<file path="src/rtl/tdm_pkg.sv">
// Shared constants and state type for the 1:4 TDM demultiplexer.
package tdm_pkg;

  localparam int NUM_SLOTS = 4;
  localparam int SLOT_W    = 2;

  typedef enum logic {
    HUNT   = 1'b0,
    LOCKED = 1'b1
  } tdm_state_t;

endpackage

</file>
<file path="src/rtl/tdm_slot_counter.sv">
// Mod-4 slot counter with load-to-1 for (re)alignment on a sync slot.
module tdm_slot_counter
  import tdm_pkg::*;
(
  input  logic              clk,
  input  logic              rst,
  input  logic              en,
  input  logic              load1,
  output logic [SLOT_W-1:0] count,
  output logic              last
);

  logic [SLOT_W-1:0] cnt_d;
  logic [SLOT_W-1:0] cnt_q;

  // Load wins over increment: the sync slot itself is slot 0, so the next slot is 1.
  always_comb begin
    cnt_d = cnt_q;
    if (load1) begin
      cnt_d = SLOT_W'(1);
    end else if (en) begin
      cnt_d = cnt_q + SLOT_W'(1);
    end
  end

  always_ff @(posedge clk or posedge rst) begin
    if (rst) begin
      cnt_q <= '0;
    end else begin
      cnt_q <= cnt_d;
    end
  end

  assign count = cnt_q;
  assign last  = (cnt_q == SLOT_W'(NUM_SLOTS - 1));

endmodule

</file>
<file path="src/rtl/tdm_demux_1_4.sv">
// 1:4 TDM demultiplexer: hunts for sync, then reassembles four slots per frame.
// Optional misplaced-sync detection and realignment: define TDM_DEMUX_SYNC_CHECK_EN.
module tdm_demux_1_4
  import tdm_pkg::*;
#(
  parameter int W = 1
) (
  input  logic                 clk,
  input  logic                 rst,
  input  logic                 en,
  input  logic                 sync,
  input  logic [W-1:0]         din,
  output logic [NUM_SLOTS*W-1:0] Y,
  output logic                 frame_valid,
  output logic                 locked,
  output logic                 sync_err
);

  tdm_state_t state_d, state_q;

  logic [NUM_SLOTS-2:0][W-1:0] shadow_d, shadow_q;
  logic [NUM_SLOTS*W-1:0]      y_d, y_q;
  logic                        frame_valid_d, frame_valid_q;
  logic                        sync_err_d, sync_err_q;

  logic [SLOT_W-1:0] cnt;
  logic              cnt_last;
  logic              cnt_inc;
  logic              cnt_load;
  logic              misplaced;

  tdm_slot_counter u_cnt (
    .clk   (clk),
    .rst   (rst),
    .en    (cnt_inc),
    .load1 (cnt_load),
    .count (cnt),
    .last  (cnt_last)
  );

  always_comb begin
`ifdef TDM_DEMUX_SYNC_CHECK_EN
    misplaced = en && sync && (cnt != '0);
`else
    misplaced = 1'b0;
`endif
  end

  always_comb begin
    state_d       = state_q;
    shadow_d      = shadow_q;
    y_d           = y_q;
    frame_valid_d = 1'b0;
    sync_err_d    = 1'b0;
    cnt_inc       = 1'b0;
    cnt_load      = 1'b0;

    case (state_q)
      HUNT: begin
        if (en && sync) begin
          shadow_d[0] = din;
          cnt_load    = 1'b1;
          state_d     = LOCKED;
        end
      end
      LOCKED: begin
        if (misplaced) begin
          // Realign on the stray sync: the partial frame is dropped, this slot becomes slot 0.
          sync_err_d  = 1'b1;
          shadow_d    = '0;
          shadow_d[0] = din;
          cnt_load    = 1'b1;
        end else if (en) begin
          cnt_inc = 1'b1;
          if (cnt_last) begin
            y_d           = {din, shadow_q};
            frame_valid_d = 1'b1;
          end else begin
            case (cnt)
              SLOT_W'(0): shadow_d[0] = din;
              SLOT_W'(1): shadow_d[1] = din;
              SLOT_W'(2): shadow_d[2] = din;
              default:    ;
            endcase
          end
        end
      end
      default: state_d = HUNT;
    endcase
  end

  always_ff @(posedge clk or posedge rst) begin
    if (rst) begin
      state_q       <= HUNT;
      shadow_q      <= '0;
      y_q           <= '0;
      frame_valid_q <= 1'b0;
      sync_err_q    <= 1'b0;
    end else begin
      state_q       <= state_d;
      shadow_q      <= shadow_d;
      y_q           <= y_d;
      frame_valid_q <= frame_valid_d;
      sync_err_q    <= sync_err_d;
    end
  end

  assign Y           = y_q;
  assign frame_valid = frame_valid_q;
  assign locked      = (state_q == LOCKED);
  assign sync_err    = sync_err_q;

endmodule

</file>
<file path="config.mk">
export PLATFORM = sky130hd
export DESIGN_NAME = tdm_demux_1_4
export DESIGN_NICKNAME = d
export VERILOG_FILES = /design/src/rtl/tdm_pkg.sv /design/src/rtl/tdm_slot_counter.sv /design/src/rtl/tdm_demux_1_4.sv
export SDC_FILE = /design/constraint.sdc
export NUM_CORES = 1
export LEC_CHECK = 0
export ABC_AREA = 1
export BUFFER_PORTS_ARGS = -buffer_cell sky130_fd_sc_hd__buf_2
export CAP_MARGIN = 40
export CORE_AREA = 2 2 39 41
export CTS_BUF_LIST = sky130_fd_sc_hd__clkbuf_4
export DETAILED_ROUTE_END_ITERATION = 8
export DIE_AREA = 0 0 41 43
export PLACE_DENSITY = 0.61
export SYNTH_ARGS = -nofsm -noshare
export SYNTH_HDL_FRONTEND = slang
export SYNTH_SLANG_ARGS = --single-unit
</file>
<file path="constraint.sdc">
create_clock -name clk -period 1.15 [get_ports clk]
set_input_delay 0.0575 -clock clk [delete_from_list [all_inputs] [get_ports clk]]
set_output_delay 0.0575 -clock clk [all_outputs]
set_load 0.05 [all_outputs]
</file>
==> results_dict.tcl, run 1 <==
set metrics [dict create \
    status "complete, no violations" \
    clock_latency_ns 0.26 \
    design_area_um2 639 \
    synth_fp_nets 66 \
    hp-class "in -> reg" \
    synthTopCellsByArea "dfrtp_1 (53%), nand2_1 (15%), ha_1 (9.7%)" \
    min_period_ns 1.08 \
    cp_max_fo 3 \
    clock-sinks 11 \
    fin_skew_ns 0.000881 \
    power_density_nw_per_um2 2480 \
    drt_iter0_drc 1 \
    port_buffers 10 \
    ant_nets 0 \
    ir_worst_vdd_mv 0.998 \
    place_area_um2 579 \
    overflow 0 \
    leakagePower_uw 0.000360 \
    ys_ff_latch 11 \
    vias 381 \
    synth_fa_ha_area_share_pct 9.71 \
    rrSetupSlack_ns 0.07 \
    clk_pin_slew_ns 0.07 \
    chipHeight_um 43 \
    finalWirelength_um 791 \
    grt_pass1_wl_um 1290 \
    num_antenna_cells 0 \
    ys_warn_count 0 \
    clockBufferDepth 2 \
    period_share_pct 94.3 \
    rsz0062_at_grt "true" \
    fp.coreArea_um2 1380 \
    grt_pass1_vias 318 \
    synthSimpleGateAreaFrac_pct 22.6 \
    finalHoldViolCount 0 \
    synth_top_family_by_area "simple AND/OR/NAND/NOR gates" \
    root_buffer "clkbuf_4" \
    place_congestion 0.658 \
    h-tree-depth 1 \
    vias_per_cell 4.33 \
    finalMaxSlewViolations 0 \
    routedWlPerCell_um 8.99 \
    reg2regPathDepth 7 \
    drc_errors 0 \
    cp_data_required_time_ns 1.31 \
    yosysTopAreaCellShare_pct 53.4 \
    cts_buffers 3 \
    die_w_um 41 \
    dr.pass1.iters 3 \
    yosysTopAreaCell "dfrtp_1" \
    ys_types 13 \
    cts_tree "done" \
    drive_gt1_share_pct 37.5 \
    row_count 14 \
    avgSynthCellArea_um2 9.04 \
    cp_data_arrival_time_ns 1.25 \
    ios 12 \
    setup_viol 0 \
    min_delay_path_depth 3 \
    critPathCaptureType "flop" \
    synth_area_um2 515 \
    antenna_found_initial 0 \
    synth_compound_area_share_pct 4.85 \
    die_area_um2 1760 \
    drv_cap 0 \
    grt_use_total_pct 11.2 \
    synthToLayoutAreaGrowth_pct 24.0 \
    ys_seq_area_share_pct 53.4 \
    grt_max_degree 12 \
    synthCells 57 \
    synthMuxAreaShare_pct 0 \
    synth-xor-area-share_pct 0 \
    timing.fmax_mhz 922 \
    final_nets 82 \
    final_util_pct 46.2 \
    start_util_pct 37.3 \
    crit_type "reg -> reg" \
    dp_hpwl_um 562 \
    start_kind "flop" \
]
-- sequential cells by signal, indices dropped and copies added, names as in the netlist --
register / count
frame_valid: 1
shadow_q: 3
Y: 4
locked: 1
u_cnt.count: 2
-- layout make-up --
class | instances | area, um2
clock buffer | 4 | 30.0
tap | 16 | 20.0
multi-input combinational | 37 | 208
timing repair buffer | 12 | 67.6
fill | 141 | 744
sequential | 11 | 277
inverter | 8 | 37.5
-- Yosys cell counts (all sizes together) --
cell    number
o21ai        5
buf          1
dfrtp       11
clkinv       1
inv          7
nand2       23
conb         1
ha           4
nand3        4
-- report_power, final --
group	internal, uW	switching, uW
registers	535	79.3
logic	200	488
clock network	158	126
total	893	693
-- path summary, 6_finish.rpt --
path,startpoint,endpoint
setup / recovery,u_cnt.count[1],shadow_q[0]
hold / removal,din,shadow_q[0]
setup reg to reg,u_cnt.count[1],shadow_q[0]
hold reg to reg,shadow_q[0],shadow_q[0]
max in group asynchronous,rst,locked
min in group asynchronous,rst,u_cnt.count[1]
-- what timing repair did --
| action | 4_1_cts | 5_1_grt |
|---|---|---|
| gates resized for setup | 1 | 6 |
| buffers inserted | 0 | 1 |
| hold buffers | 1 | 0 |
| pin swaps | 0 | 2 |
| hold endpoints to repair | 11 | 0 |
| setup endpoints to repair | 1 | 1 |
-- routing by layer --
metal / vias to the layer above / share of wire, % / global-route usage [%]
li1: 205 / - / -
met1: 162 / 49 / 16.8
met2: 12 / 42 / 13.1
met3: 2 / 7.7 / 3.14
met4: 0 / 1.5 / 8.00
met5: - / 0 / 0
-- cell families after synthesis --
kind of cell               after synthesis
AOI/OAI and AO/OA                        5
adders and majority gates                4
buffers and inverters                    9
DFF                                     11
other                                    1
and+or+nand+nor                         27
-- worst max-delay path, cell delays in order, from the launching register on --
cell and delay [ns]:
dfrtp_1 0.41, ha_2 0.22, inv_2 0.08, nand3_2 0.06, nand2_2 0.08, nand2_2 0.04
nand2_1 0.05, nand2_1 0.04
-- metrics by stage --
stage | std cells | setup TNS (ns) | power, uW | worst slack [ns] | hold slack [ns]
3_5_place_dp | 82 | 0 | 1260 | 0.00211 | 0.0690
3_3_place_gp | 82 | 0 | 1250 | 0.0300 | 0.0647
2_1_floorplan | 57 | 0 | 1130 | 0.0763 | -0.0901
6_report | 88 | 0 | 1590 | 0.0651 | 0.0311
5_1_grt | 88 | -0.0347 | 1710 | -0.0347 | 0.0424
4_1_cts | 87 | 0 | 1560 | 0.0310 | 0.0295
-- cells in the final DEF, fill, tap and decap left out --
cell type      Yosys  layout
clkinv_4           1       1
o21ai_1            3       3
inv_4              1       1
dlygate4sd3_1      0       1
ha_2               0       1
dfrtp_2            0       1
inv_1              6       3
inv_2              0       3
nand2_4            1       1
conb_1             1       1
ha_1               4       3
buf_2              0      10
clkbuf_4           0       4
buf_4              1       1
nand3_1            4       3
nand2_1           21      19
o21ai_0            2       2
nand2_2            1       3
nand3_2            0       1
dfrtp_1           11      10
(Power assumes the default switching activity.)
==> run 2, diff against run 1 <==
GPL_TIMING_DRIVEN = 0   (was unset)
SLEW_MARGIN = 20   (was unset)
==> run 2 against run 1 <==
Compared with the run above: maximum frequency increased by 1.1%; via count grew 5.8%; clock skew grew 0.0017 ns; design area is 12% higher; clock power hardly changed; first-iteration DRC count did not move; sequential share of layout area down 4.5 points; worst hold slack better by 0.010 ns; largest cell class unchanged; largest power group unchanged.
==> results_dict.tcl, run 2 (synthesized netlist as in run 1, its figures left out) <==
set metrics [dict create \
    status "complete, no violations" \
    final_common_cell "nand2_1" \
    crit_type "reg -> reg" \
    num_antenna_cells 0 \
    cp_max_fo 3 \
    clock-sinks 11 \
    place_congestion 0.646 \
    fp.coreArea_um2 1380 \
    whs_ns 0.0416 \
    synthToLayoutAreaGrowth_pct 39.1 \
    leakagePower_uw 0.000383 \
    setup_viol 0 \
    holdPathEnd "shadow_q[0]" \
    h-tree-depth 1 \
    reg2regPathDepth 7 \
    clk_pin_slew_ns 0.07 \
    grt_pass1_wl_um 1350 \
    start_util_pct 37.3 \
    rrSetupSlack_ns 0.08 \
    dr.pass1.iters 2 \
    cp_slowest_stage_delay_ns 0.43 \
    timing.fmax_mhz 932 \
    drive_gt1_share_pct 46.1 \
    min_delay_path_depth 3 \
    r2r-start "u_cnt.count[0]" \
    regToRegEndpoint "shadow_q[0]" \
    drt_iter0_drc 1 \
    hp-start "din" \
    ir_worst_vdd_mv 0.824 \
    power_uw 1740 \
    finalHoldViolCount 0 \
    final_cell_mix "nand2_1 (19), buf_2 (10), dfrtp_1 (9)" \
    chipHeight_um 43 \
    clockBufferDepth 2 \
    routedWlPerCell_um 9.80 \
    finalMaxSlewViolations 0 \
    overflow 0 \
    cp_data_arrival_time_ns 1.23 \
    path_cells "ha_4, inv_4, nand3_2, nand2_2, nand2_2, nand2_1, nand2_1" \
    place_inst 83 \
    drc_errors 0 \
    cp_data_required_time_ns 1.31 \
    die_area_um2 1760 \
    clock_latency_ns 0.26 \
    vias 403 \
    drv_cap 0 \
    cts_tree "done" \
    final_nets 86 \
    fin_skew_ns 0.00262 \
    antenna_found_initial 0 \
    vias_per_cell 4.38 \
    cts_buffers 3 \
    port_buffers 10 \
    min_period_ns 1.07 \
    dp_hpwl_um 593 \
    grt_max_degree 12 \
    final_cells 92 \
    design_area_um2 717 \
    hp-class "in -> reg" \
    row_count 14 \
    die_w_um 41 \
    period_share_pct 93.3 \
    grt_use_total_pct 11.1 \
    largest_reg_flops 4 \
    grt_pass1_vias 323 \
    place_area_um2 587 \
    root_buffer "clkbuf_4" \
    final_util_pct 51.8 \
    ant_nets 0 \
    ios 12 \
    crit_slowest_cell "dfrtp_1" \
    start_kind "flop" \
    finalWirelength_um 902 \
    critPathCaptureType "flop" \
    power_density_nw_per_um2 2430 \
]
run 2: changes by cell type in the layout (fill, tap and decap cells not counted):
cell / before / now
dfrtp_1: 10 / 9
buf_4: 1 / 4
inv_2: 3 / 2
ha_4: 0 / 3
nand3_2: 1 / 2
ha_1: 3 / 1
inv_4: 1 / 2
buf_6: 0 / 1
nand3_1: 3 / 2
dfrtp_2: 1 / 2
ha_2: 1 / 0
run 2: through the flow:
| stage | setup WS (ns) | TNS, ns |
|---|---|---|
| CTS | 0.0223 | 0 |
| global route | -0.0261 | -0.0325 |
| detailed placement | -0.00232 | -0.00232 |
| finish | 0.0772 | 0 |
| floorplan | 0.0763 | 0 |
| global placement | 0.0300 | 0 |
run 2: power breakdown:
group	leakage [uW]	internal, uW	switching, uW
combinational	0.000231	279	549
clock	0.0000184	157	125
sequential	0.000133	538	90.2
total	0.000383	975	764
run 2: final cells by class:
type	instances	area (um2)
inverter	8	40.0
sequential	11	278
timing repair buffer	15	93.8
multi-input combinational	37	248
clock buffer	4	30.0
buffer	1	7.51
fill	137	667
tap	16	20.0
run 2: timing repair:
item                       4_1_cts  5_1_grt
resized for setup                1       15
setup endpoints to repair        1        1
pin swaps                        0        6
hold endpoints to repair        11        0
hold buffers                     1        0
setup buffers                    0        4
run 2: how the worst max path moves through the flow:
stage | start | to | slack [ns] | depth (start not counted)
after CTS | u_cnt.count[0] | shadow_q[0] | 0.02 | 7
final | u_cnt.count[0] | shadow_q[0] | 0.08 | 7
after detailed placement | u_cnt.count[0] | shadow_q[0] | -0.002 | 7
after global placement | u_cnt.count[0] | shadow_q[0] | 0.03 | 7
after global routing | u_cnt.count[0] | shadow_q[2] | -0.03 | 6
after floorplan | u_cnt.count[0] | shadow_q[0] | 0.08 | 7
run 2: layer usage:
layer	track usage, %	up-vias	wire (um)
li1	-	211	-
met1	16.2	181	401
met2	16.3	11	455
met3	3.14	0	45
met4	2.00	0	0
met5	0	-	0
run 2: critical path, delay by kind of cell (launching register included):
kind	cells	cell delay [ns]
simple gates	5	0.27
buf+inv	1	0.06
flops	1	0.43
fa+ha+maj	1	0.20
==> run 3, diff against run 2 <==
CORE_AREA = unset   (was 2 2 39 41)
CORE_MARGIN = 2   (was unset)
CORE_UTILIZATION = 30   (was unset)
DIE_AREA = unset   (was 0 0 41 43)
PLACE_DENSITY = 0.49   (was 0.61)
SKIP_CTS_REPAIR_TIMING = 1   (was unset)
==> run 3 against run 2 <==
Compared with the run above: sequential power decreased by 3%; maximum frequency decreased by 1.5%; register-to-register slack worse by 0.02 ns; clock-buffer cell count is the same; critical path type unchanged; wire length shrank 8.5%; largest cell class unchanged; via count down 2.7%; final cell count shrank 3.3%; global-route usage decreased by 1.1 points; die area up 17%; critical path depth stayed put; clock skew fell by 0.0021 ns; design area fell by 10%; largest power group unchanged.
==> results_dict.tcl, run 3 (synthesized netlist as in run 1, its figures left out) <==
set metrics [dict create \
    drt_iter0_drc 9 \
    clockBufferDepth 2 \
    synthToLayoutAreaGrowth_pct 24.5 \
    timing.fmax_mhz 918 \
    final_cell_mix "nand2_1 (21), dfrtp_1 (10), buf_2 (10)" \
    grt_pass1_wl_um 1370 \
    power_density_nw_per_um2 2460 \
    fin_skew_ns 0.000525 \
    p_comb_share_pct 43.4 \
    setup_viol 0 \
    vias_per_cell 4.40 \
    vias 392 \
    final_nets 83 \
    chipHeight_um 45.5 \
    r2r-start "u_cnt.count[0]" \
    h-tree-depth 1 \
    cp_data_required_time_ns 1.31 \
    leakagePower_uw 0.000367 \
    dr.pass1.iters 4 \
    dp_hpwl_um 599 \
    status "complete, no violations" \
    cp_max_fo 3 \
    final_cells 89 \
    critPathCaptureType "flop" \
    fp.coreArea_um2 1560 \
    p_seq_share_pct 38.7 \
    internal_power_uw 891 \
    finalWirelength_um 825 \
    crit_end "shadow_q[0]" \
    startpoint "u_cnt.count[0]" \
    clkPwrFrac_pct 18.0 \
    ir_worst_vdd_mv 0.970 \
    cp_data_arrival_time_ns 1.25 \
    die_area_um2 2070 \
    grt_use_total_pct 9.96 \
    die_w_um 45.5 \
    hp-class "in -> reg" \
    num_antenna_cells 0 \
    final_util_pct 41.2 \
    clock_latency_ns 0.26 \
    cts_buffers 3 \
    grt_max_degree 12 \
    start_kind "flop" \
    reg2regPathDepth 7 \
    place_inst 83 \
    clk_pin_slew_ns 0.07 \
    period_share_pct 94.7 \
    min_period_ns 1.09 \
    finalHoldViolCount 0 \
    start_util_pct 33.1 \
    regToRegEndpoint "shadow_q[0]" \
    ant_nets 0 \
    crit_type "reg -> reg" \
    rrSetupSlack_ns 0.06 \
    switching_share_pct 43.5 \
    row_count 14 \
    final_common_cell "nand2_1" \
    place_congestion 0.678 \
    drv_cap 0 \
    ios 12 \
    drc_errors 0 \
    finalMaxSlewViolations 0 \
    grt_use_met3_pct 7.54 \
    routedWlPerCell_um 9.27 \
    antenna_found_initial 0 \
    fill_cells 159 \
    met1_usage_pct 12.7 \
    root_buffer "clkbuf_4" \
    busiest_layer "met2" \
    largest_reg_flops 4 \
    drive_gt1_share_pct 34.2 \
    port_buffers 10 \
    cts_tree "done" \
    overflow 0 \
    clock-sinks 11 \
    power.net_switching_uw 687 \
    grt_pass1_vias 312 \
    met2_usage_pct 12.7 \
]
[run 3: metrics by stage]
stage	total power [uW]	instance area, um2	TNS [ns]	hold WS (ns)	setup slack [ns]
final	1580	642	0	0.0435	0.0613
after global routing	1710	642	-0.0146	0.0392	-0.0146
after CTS	1560	617	-0.00160	-0.214	-0.00160
after detailed placement	1270	587	0	0.0795	0.0104
after global placement	1270	587	0	0.0783	0.0169
after floorplan	1130	517	0	-0.0901	0.0763
[run 3: cell type report]
type                    count  area, um2  area share, %
clock buffers               4       30.0           4.68
inverters                   8       37.5           5.85
flip-flops and latches     11        277           43.1
repair buffers             12       67.6           10.5
multi-input cells          37        203           31.6
well taps                  16       20.0           3.12
plain buffers               1       7.51           1.17
[run 3: worst min path at each step]
stage	from	end	depth (start not counted)
5_1_grt	din	shadow_q[0]	3
3_3_place_gp	rst	u_cnt.count[1]	2
4_1_cts	rst	u_cnt.count[1]	2
6_report	din	shadow_q[0]	3
2_1_floorplan	rst	Y[0]	1
3_5_place_dp	rst	u_cnt.count[1]	2
[run 3: layer usage]
| metal | wire, um | up-vias |
|---|---|---|
| met2 | 325 | 14 |
| li1 | - | 207 |
| met4 | 0 | 0 |
| met5 | 0 | - |
| met3 | 70 | 0 |
| met1 | 429 | 171 |
[run 3: power groups by stage]
stage | registers, uW | clock network, uW | logic (uW)
floorplan | 884 | 0 | 248
global placement | 617 | 0 | 648
detailed placement | 621 | 0 | 647
CTS | 614 | 301 | 649
global route | 636 | 317 | 759
finish | 610 | 284 | 684
[run 3: critical path, stage by stage, from the launching register on]
cell	delay (ns)
dfrtp_1	0.41
ha_2	0.22
inv_2	0.08
nand3_2	0.06
nand2_1	0.07
nand2_1	0.05
nand2_1	0.05
nand2_1	0.04
